## src/rtl/src_mem_pkg.sv

```systemverilog
// Shared types and sizing for the SRC main-memory arbiter.
package src_mem_pkg;

  localparam int unsigned SRC_ADDR_W      = 16;
  localparam int unsigned SRC_DATA_W      = 32;
  localparam int unsigned SRC_WAIT_CYCLES = 2;

  typedef enum logic [1:0] {
    IDLE,
    ACCESS,
    DONE
  } mem_state_t;

  // Counter must hold WAIT_CYCLES-1; never narrower than one bit.
  function automatic int unsigned cnt_width(input int unsigned wait_cycles);
    return (wait_cycles < 2) ? 1 : $clog2(wait_cycles + 1);
  endfunction

  localparam int unsigned SRC_CNT_W = cnt_width(SRC_WAIT_CYCLES);

endpackage

```

## src/rtl/src_rr_arb2.sv

```systemverilog
// Combinational 2-way round-robin arbiter; the 'last' register lives in the parent.
module src_rr_arb2 (
  input  logic [1:0] req,
  input  logic       last,
  output logic [1:0] grant,
  output logic       grant_idx
);

  always_comb begin
    grant     = '0;
    grant_idx = (req == 2'b11) ? ~last : req[1];
    if (|req) begin
      grant[grant_idx] = 1'b1;
    end
  end

endmodule

```

## src/rtl/src_mem_arbiter.sv

```systemverilog
// Round-robin sequencer sharing the SRC main memory between fetch (port 0)
// and load/store (port 1), with fixed wait cycles and a one-cycle done pulse.
module src_mem_arbiter
  import src_mem_pkg::*;
#(
  parameter int unsigned ADDR_W      = SRC_ADDR_W,
  parameter int unsigned DATA_W      = SRC_DATA_W,
  parameter int unsigned WAIT_CYCLES = SRC_WAIT_CYCLES
) (
  input  logic              clk,
  input  logic              rst_n,
  input  logic              req0,
  input  logic              req1,
  input  logic              we0,
  input  logic              we1,
  input  logic [ADDR_W-1:0] addr0,
  input  logic [ADDR_W-1:0] addr1,
  input  logic [DATA_W-1:0] wdata0,
  input  logic [DATA_W-1:0] wdata1,
  output logic              done0,
  output logic              done1,
  output logic [DATA_W-1:0] rdata,
  output logic              busy,
  output logic [ADDR_W-1:0] mem_addr,
  output logic [DATA_W-1:0] mem_wdata,
  output logic              mem_en,
  output logic              mem_we,
  input  logic [DATA_W-1:0] mem_rdata
);

  localparam int unsigned      CNT_W    = cnt_width(WAIT_CYCLES);
  localparam logic [CNT_W-1:0] CNT_LOAD = CNT_W'(WAIT_CYCLES - 1);

  mem_state_t        r_state;
  mem_state_t        w_next_state;
  logic              r_last;
  logic              r_owner;
  logic [CNT_W-1:0]  r_cnt;
  logic [CNT_W-1:0]  w_cnt_next;
  logic [ADDR_W-1:0] r_mem_addr;
  logic [DATA_W-1:0] r_mem_wdata;
  logic              r_mem_we;
  logic              r_mem_en;
  logic [DATA_W-1:0] r_rdata;
  logic              r_done0;
  logic              r_done1;
  logic              r_busy;

  logic [1:0]        w_req;
  logic [1:0]        w_grant;
  logic              w_grant_idx;
  logic              w_grant_en;
  logic              w_capture;
  logic [ADDR_W-1:0] w_win_addr;
  logic [DATA_W-1:0] w_win_wdata;
  logic              w_win_we;

  assign w_req = {req1, req0};

  src_rr_arb2 u_arb (
    .req       (w_req),
    .last      (r_last),
    .grant     (w_grant),
    .grant_idx (w_grant_idx)
  );

  assign w_win_addr  = w_grant_idx ? addr1  : addr0;
  assign w_win_wdata = w_grant_idx ? wdata1 : wdata0;
  assign w_win_we    = w_grant_idx ? we1    : we0;

  always_ff @(posedge clk or negedge rst_n) begin
    if (!rst_n) begin
      r_state <= IDLE;
    end else begin
      r_state <= w_next_state;
    end
  end

  always_comb begin
    w_next_state = r_state;
    w_cnt_next   = r_cnt;
    w_grant_en   = 1'b0;
    w_capture    = 1'b0;
    unique case (r_state)
      IDLE: begin
        if (|w_grant) begin
          w_grant_en   = 1'b1;
          w_cnt_next   = CNT_LOAD;
          w_next_state = ACCESS;
        end
      end
      ACCESS: begin
        if (r_cnt == '0) begin
          w_capture    = ~r_mem_we;
          w_next_state = DONE;
        end else begin
          w_cnt_next = r_cnt - 1'b1;
        end
      end
      DONE: begin
        w_next_state = IDLE;
      end
      default: begin
        w_next_state = IDLE;
      end
    endcase
  end

  // Strobes are registered from the next state so every output comes straight off a flop.
  always_ff @(posedge clk or negedge rst_n) begin
    if (!rst_n) begin
      r_last      <= 1'b1;
      r_owner     <= 1'b0;
      r_cnt       <= '0;
      r_mem_addr  <= '0;
      r_mem_wdata <= '0;
      r_mem_we    <= 1'b0;
      r_mem_en    <= 1'b0;
      r_rdata     <= '0;
      r_done0     <= 1'b0;
      r_done1     <= 1'b0;
      r_busy      <= 1'b0;
    end else begin
      r_cnt    <= w_cnt_next;
      r_mem_en <= (w_next_state == ACCESS);
      r_busy   <= (w_next_state != IDLE);
      r_done0  <= (w_next_state == DONE) && !r_owner;
      r_done1  <= (w_next_state == DONE) &&  r_owner;
      if (w_grant_en) begin
        r_mem_addr  <= w_win_addr;
        r_mem_wdata <= w_win_wdata;
        r_mem_we    <= w_win_we;
        r_owner     <= w_grant_idx;
        r_last      <= w_grant_idx;
      end
      if (w_capture) begin
        r_rdata <= mem_rdata;
      end
    end
  end

  assign done0     = r_done0;
  assign done1     = r_done1;
  assign rdata     = r_rdata;
  assign busy      = r_busy;
  assign mem_addr  = r_mem_addr;
  assign mem_wdata = r_mem_wdata;
  assign mem_en    = r_mem_en;
  assign mem_we    = r_mem_we;

endmodule
```

## config.mk

```make
export PLATFORM = sky130hd
export DESIGN_NAME = src_mem_arbiter
export DESIGN_NICKNAME = d
export VERILOG_FILES = /design/src/rtl/src_mem_pkg.sv /design/src/rtl/src_rr_arb2.sv /design/src/rtl/src_mem_arbiter.sv
export SDC_FILE = /design/constraint.sdc
export NUM_CORES = 1
export LEC_CHECK = 0
export ABC_AREA = 0
export CORE_MARGIN = 2
export CORE_UTILIZATION = 36
export DETAILED_ROUTE_END_ITERATION = 10
export GPL_TIMING_DRIVEN = 0
export PLACE_DENSITY_LB_ADDON = 0.1
export SLEW_MARGIN = 20
export SYNTH_ARGS = -nofsm -noshare
export SYNTH_HDL_FRONTEND = slang
export SYNTH_SLANG_ARGS = --single-unit
```

## constraint.sdc

```tcl
create_clock -name clk -period 1.4 [get_ports clk]
set_input_delay 0.28 -clock clk [delete_from_list [all_inputs] [get_ports clk]]
set_output_delay 0.28 -clock clk [all_outputs]
set_load 0.01 [all_outputs]
```

==> summary.md <==
In this run the number of H-tree levels came out at 3. For the worst-skew pair, the clock arrives at the later sink with an insertion delay of 0.33 ns. The first global-routing pass estimated 19,900 µm of wire.

The hold violation count in the final report is 0. The worst path in the final design needs a cycle of 1.53 ns, including I/O delays and setup. The worst slew margin relative to its limit is 0.708, and the maximum count of clock buffers along a single path is 2.

Final number of setup-violating endpoints: 63. Total die area: 0.0126 mm². Final worst setup slack: -0.130 ns. Across the run, the number of max-cap violations was 0. The tools report the global router's overall resource usage as 0.200. In this run the critical register-to-register path is launched from r_cnt[0]. The logs give 0.00184 mm² for the area occupied by multi-input gates and 0 for the total count of max-transition violations in the final report. The sequential area share after synthesis was 0.539.

The total power draw came out at 14.2 mW. Counting every net in the synthesized netlist gives 461. Number of clock buffers inserted by TritonCTS: 9.

The signal on the critical path passes through inv_2 -> ha_4 -> nand3b_4 -> nor2_8 -> buf_12 -> clkbuf_16 -> mux2_4. Critical path startpoint category: a register. For this block, the initial DRC count from the detailed router was 148.

Count of TritonRoute iterations in the first routing pass: 4. The worst setup path is captured at a register. From synthesis to final layout, the design area changed by 74.0%. The starting density of the core is 0.369.

The class of the worst hold path was in2reg. The count of cells along the worst register-to-register path came out at 7. The detail route stage leaves a number of antenna-violating nets equal to 0. The post-detailed-route DRC marker count was 0. The via density per instance was 4.98; the total via count in the routed design was 3,609. The worst clock skew was 0.00501 ns; the aggregate routed wire length was 12,400 µm. Number of cells in the design after placement: 688. The number of buffers inserted by port buffering was 218; the combined flip-flop and latch cell area was 0.00228 mm². The tools report the critical path capture point as rdata[21]. The clock tree root buffer cell is sky130_fd_sc_hd__clkbuf_16.

Across the VDD grid, the largest voltage drop is 1.02 mV. The biggest area consumer among synthesized cells is sky130_fd_sc_hd__dfrtp_1. The path length in cells of the critical path is 7, and the final core utilization is 0.642.

The repair_antennas step left the layout with diodes totalling 0. After detailed routing, the average wire length per cell comes to 17.2 µm. The primary flip-flop cell chosen by synthesis mapping is sky130_fd_sc_hd__dfrtp_1. For the critical path data required time, the log shows 1.62 ns. The most common library cell in the layout ignoring fill and taps was sky130_fd_sc_hd__clkdlybuf4s50_1.

The critical path's top delay family was flip-flops. The tools report the static leakage as 3.29 nW. Along the worst path, the maximum fanout reaches 5. Synthesis produced 326 cells. The power per unit of standard cell area was 1940 mW/mm². The final worst-path cycle share was 1.09. The capture point of the worst reg-to-reg path is rdata[21]. Measured along the x axis, the die boundary spans 112 µm. On the final layout, the worst hold slack is 0.384 ns. The number of buffer and inverter instances along the worst setup path is 3, and the via count of the first global-routing pass is 3,973.

The synthesis-stage register bit count works out to 91. Averaged over all synthesized cells, the footprint is 13.0 µm². The floorplan has 39 rows. The clock net in this run drives a total of 91 sinks. At the pin with the least slew margin, the transition time is 0.438 ns.

The initial antenna violation count came out at 0. The floorplan step set the die height to 112 µm. The fraction of synthesis flops using an asynchronous set or reset pin works out to 1.00.

The peak clock frequency supported by timing was 654 MHz. Timing startpoint of the critical path: r_cnt[0]. The kind of critical path is reg2reg.

Fill cells in the final layout number 928. By area the synthesized netlist is led by sky130_fd_sc_hd__dfrtp_1 53%, sky130_fd_sc_hd__mux2i_1 12%, sky130_fd_sc_hd__mux2_4 11%, sky130_fd_sc_hd__a31oi_1 7.4%, sky130_fd_sc_hd__a21oi_1 5.9%. For this run, the slowest stage of the critical path takes 0.37 ns.

At the worst endpoint, the arrival time is 1.75 ns. Weighted congestion at the end of routability-driven global placement: 0.716. Setup repair after global routing could not meet its margin everywhere.

Leaving out fill and tap cells, the most frequent cells in the layout are 131 x sky130_fd_sc_hd__clkdlybuf4s50_1, 89 x sky130_fd_sc_hd__dfrtp_1, 85 x sky130_fd_sc_hd__dlygate4sd2_1. The standard cell core area was 0.0115 mm²; the slack of the worst reg-to-reg path was -0.13 ns. The fraction of layout instances using a drive strength above 1 works out to 0.222.

The flow ran to the end, but the final reports show violations. After clock tree synthesis, the clock-pin slew on the worst setup and hold paths is 0.06 ns. TritonCTS built the clock tree.

The synthesized design contains 0 enable-type register cells. The slowest cell on the critical path is sky130_fd_sc_hd__dfrtp_1. Hold path startpoint: req1. For this run the aggregate overflow at the end of global routing stands at 0. The HPWL after detailed placement is 8670 µm. The checks that failed: negative setup slack. After the flow finishes, the layout carries non-filler instances totaling 725.

The Yosys step of the flow raised 0 warnings. The run gives 47 as the pin count of the biggest net entering global routing. Pin placement for this block handled 219 I/O pins. The share of Yosys cell area claimed by the top area cell type works out to 0.532. After synthesis the cells add up to 0.00423 mm². The final-stage net count is 712.

In this run, distinct cell masters in the synthesized netlist total 29. At the placement stage, the worst setup path has a slack of -0.458 ns.
-- cell type report --
cell class / count / share of cell area
buffer: 31 / 0.0440
clock buffer: 10 / 0.0311
clock inverter: 6 / 0.0109
inverter: 5 / 0.00255
multi-input combinational: 199 / 0.249
sequential: 91 / 0.310
tap: 143 / 0.0243
timing repair buffer: 240 / 0.328
-- how the worst min path moves through the flow --
| stage | slack [ns] | end | cells after the start |
|---|---|---|---|
| 2_1_floorplan | -0.02 | busy | 0 |
| 3_3_place_gp | 0.44 | done0 | 1 |
| 3_5_place_dp | 0.24 | rdata[23] | 1 |
| 4_1_cts | 0.36 | r_last | 3 |
| 5_1_grt | 0.38 | r_last | 3 |
| 6_report | 0.38 | r_last | 3 |
-- routing by layer --
metal  share of wire  GRT usage  routed length [µm]
met5               0          0                   0
met4           0.020     0.0764                 248
met3           0.081     0.0508                1010
met2            0.51      0.353                6350
met1            0.39      0.234                4840
-- cells in the mapped netlist (all sizes together), types with 2 or more instances --
library cell  instances
mux2                 32
nand2b                2
nor2                  3
a31oi                50
inv                   5
buf                  23
clkbuf                8
dfrtp                90
a21oi                51
mux2i                50
-- worst register-to-register path: stages, from the launching register on --
cell and delay [ns]:
sky130_fd_sc_hd__dfrtp_1 0.37, sky130_fd_sc_hd__inv_2 0.08, sky130_fd_sc_hd__ha_4 0.15, sky130_fd_sc_hd__nand3b_4 0.10, sky130_fd_sc_hd__nor2_8 0.14, sky130_fd_sc_hd__buf_12 0.13
sky130_fd_sc_hd__clkbuf_16 0.14, sky130_fd_sc_hd__mux2_4 0.29
-- registers in the layout (all words and copies together), names as in the netlist --
signal and cells:
r_cnt 2, mem_wdata 32, done0 1, r_last 1
mem_we 1, done1 1, r_state 2, r_owner 1
rdata 32, busy 1, mem_en 1, mem_addr 16
-- stage by stage --
step	setup TNS [ns]	instance area (µm²)
finish	-4.08	7360
global route	-9.30	7360
CTS	-5.45	7310
detailed placement	-21.59	6630
global placement	-312.93	6600
floorplan	-1.28	4240
-- power breakdown --
part	internal (mW)	leakage [nW]	switching [mW]	total [mW]
clock	1.55	0.156	0.975	2.53
sequential	3.95	1.04	0.691	4.65
combinational	3.88	2.09	3.19	7.07
-- repair_timing --
item                                    CTS  global route
pin swaps                                26            23
hold endpoints to repair                 44             0
gates resized for setup                 130            22
hold buffers                              1             0
gates cloned                              6             3
setup buffers                            14             2
endpoints found under the setup margin  166            86
-- cell families (layout without fill, tap and decap cells) --
| kind of cell | count (synthesis) | count (layout) | synth area share |
|---|---|---|---|
| simple gates | 12 | 12 | 0.0231 |
| compound gates | 104 | 104 | 0.141 |
| buf+inv | 36 | 292 | 0.0639 |
| fa+ha+maj | 1 | 1 | 0.00296 |
| mux | 82 | 82 | 0.230 |
| flops | 91 | 91 | 0.539 |
(Power assumes the default switching activity.)
==> variant: new RTL, same settings <==
The 3 states of `mem_state_t` get a one-hot encoding in 3 bits.
--- a/src/rtl/src_mem_pkg.sv
+++ b/src/rtl/src_mem_pkg.sv
@@ -5,10 +5,10 @@
   localparam int unsigned SRC_DATA_W      = 32;
   localparam int unsigned SRC_WAIT_CYCLES = 2;
 
-  typedef enum logic [1:0] {
-    IDLE,
-    ACCESS,
-    DONE
+  typedef enum logic [2:0] {
+    IDLE   = 3'b001,
+    ACCESS = 3'b010,
+    DONE   = 3'b100
   } mem_state_t;
 
   // Counter must hold WAIT_CYCLES-1; never narrower than one bit.
Check against the original RTL: same outputs for any inputs over 10 cycles, from zero or initial values and one cycle with rst_n low; not proved beyond that.
==> variant against the original RTL <==
The flow still finishes with violations (setup timing); area after synthesis shrank 0.95%; wire length shrank 1.4%; total power grew 2.6%; sequential cell count up 1; worst setup slack lost 0.088 ns; clock power shrank 4%; sequential share of layout area decreased by 0.20 points; design area rose by 1.8%; critical path type unchanged; largest cell class unchanged; highest routed layer unchanged.
==> variant: results (changes against the original RTL) <==
- The post-place setup slack was -0.735 ns (was -0.458 ns).
- The number of setup violations in the final report came to 85 (was 63).
- Worst-case setup margin in the final layout: -0.218 ns (was -0.130 ns)
* Violations in the final reports: setup timing (unchanged)
- The maximum fanout count along the critical path is 10 (was 5).
* Detailed Route WL: 12300 um (was 12400 um)
- The met2 global-route usage came to 31.6% (was 35.3%).
- Number of design-rule violations left by the first detailed-router iteration: 83 (was 148)
* Final Wtd Congestion: 0.737 (was 0.716)
- First-pass GRT wire length: 18700 um (was 19900 um)
* Fraction of final layout cells sized beyond drive strength 1: 34.1% (was 22.2%)
- The post-synth net total was 415 (was 461).
- The largest vdd supply drop is 0.840 mV (was 1.02 mV).
- The number of vias in the routed layout came to 3480 (was 3609).
- Most instantiated cells after synthesis: sky130_fd_sc_hd__dfrtp_1, sky130_fd_sc_hd__o32ai_1, sky130_fd_sc_hd__a2bb2oi_2, sky130_fd_sc_hd__mux2_2, sky130_fd_sc_hd__clkbuf_1 (was sky130_fd_sc_hd__dfrtp_1, sky130_fd_sc_hd__a21oi_1, sky130_fd_sc_hd__a31oi_1, sky130_fd_sc_hd__mux2i_1, sky130_fd_sc_hd__mux2_4).
- Via count of the first global-routing pass: 3622 (was 3973)
- Result of the run: complete, but fails checks (unchanged)
- The met3 demand-to-capacity share in global routing was 5.23% (was 5.08%).
* Largest cells by area after synthesis: sky130_fd_sc_hd__dfrtp_1, sky130_fd_sc_hd__a2bb2oi_2, sky130_fd_sc_hd__o32ai_1 (was sky130_fd_sc_hd__dfrtp_1, sky130_fd_sc_hd__mux2i_1, sky130_fd_sc_hd__mux2_4)
- Internal power: 9.76 mW (was 9.39 mW)
- The total routing usage reported by global routing was 18.8% (was 20.0%).
* Syn_area_per_cell: 15.0 um2 (was 13.0 um2)
* Setup TNS Final: -14.54 ns (was -4.08 ns)
- Sequential fraction of the synthesis area: 55.0% (was 53.9%)
- The detail-routed net length per standard cell is 18.1 um (was 17.2 um).
- Half-perimeter wire length of the detailed placement result: 8570 um (was 8670 um)
- The fraction of met1 tracks used by global routing came to 23.1% (was 23.4%).
==> variant: per-layer routing <==
| layer | vias to the layer above | part of all wire [%] |
|---|---|---|
| met2 | 134 | 49 |
| met1 | 1697 | 41 |
| met4 | 0 | 2.1 |
| met3 | 19 | 7.2 |
| li1 | 1630 | - |
| met5 | - | 0 |
==> variant: critical path: stages, from the launching register on <==
cell                        delay, ns
sky130_fd_sc_hd__dfrtp_1         0.38
sky130_fd_sc_hd__inv_2           0.09
sky130_fd_sc_hd__ha_4            0.16
sky130_fd_sc_hd__nand4bb_4       0.12
sky130_fd_sc_hd__nor2_4          0.14
sky130_fd_sc_hd__buf_12          0.14
sky130_fd_sc_hd__buf_12          0.13
sky130_fd_sc_hd__mux2_2          0.33
==> variant: repair_timing <==
action / in CTS / in global routing
setup endpoints to repair: 172 / 90
resized for setup: 122 / 56
endpoints found under the hold margin: 42 / 0
gates cloned: 1 / 4
pin swaps: 3 / 4
buffers inserted: 11 / 6
hold buffers: 1 / 0
==> variant: metrics by stage <==
step | hold WS (ns) | utilization [%] | instance area (um2)
finish | 0.312 | 65.9 | 7490
global route | 0.320 | 65.9 | 7490
CTS | 0.445 | 62.6 | 7120
detailed placement | 0.230 | 58.5 | 6650
global placement | 0.454 | 58.2 | 6620
floorplan | -0.0156 | - | 4260
==> variant: path summary, 6_finish.rpt <==
path / depth (start not counted) / endpoint / from / slack, ns
min in group asynchronous: 2 / rdata[22] / rst_n / 0.43
worst max register to register: 7 / rdata[7] / r_cnt[0] / -0.22
worst min-delay path: 3 / r_last / req1 / 0.31
worst max-delay path: 7 / rdata[7] / r_cnt[0] / -0.22
max in group asynchronous: 3 / r_last / rst_n / 0.35
worst min register to register: 1 / done0 / r_owner / 0.47
==> variant: cells by family (layout without fill, tap and decap cells) <==
| family | Yosys count | in the layout | share of synthesized area, % |
|---|---|---|---|
| simple gates | 16 | 16 | 2.90 |
| fa+ha+maj | 1 | 1 | 0.299 |
| flops | 92 | 92 | 55.0 |
| buf+inv | 33 | 289 | 4.27 |
| compound gates | 105 | 105 | 28.7 |
| mux | 33 | 33 | 8.87 |
==> variant: area by class of cell <==
type	count	area [um2]	area share, %
buffer	29	277	3.69
timing repair buffer	240	2390	31.9
inverter	4	15.0	0.200
tap	143	179	2.39
multi-input combinational	155	2020	27.0
sequential	92	2310	30.8
clock inverter	4	47.5	0.634
clock buffer	12	256	3.42
==> variant: power by group through the flow <==
stage	sequential (mW)	combinational [mW]	clock, mW
2_1_floorplan	5.08	3.45	0
3_3_place_gp	4.59	7.08	0
3_5_place_dp	4.63	7.20	0
4_1_cts	4.56	7.15	2.51
5_1_grt	4.70	8.12	2.63
6_report	4.56	7.63	2.44
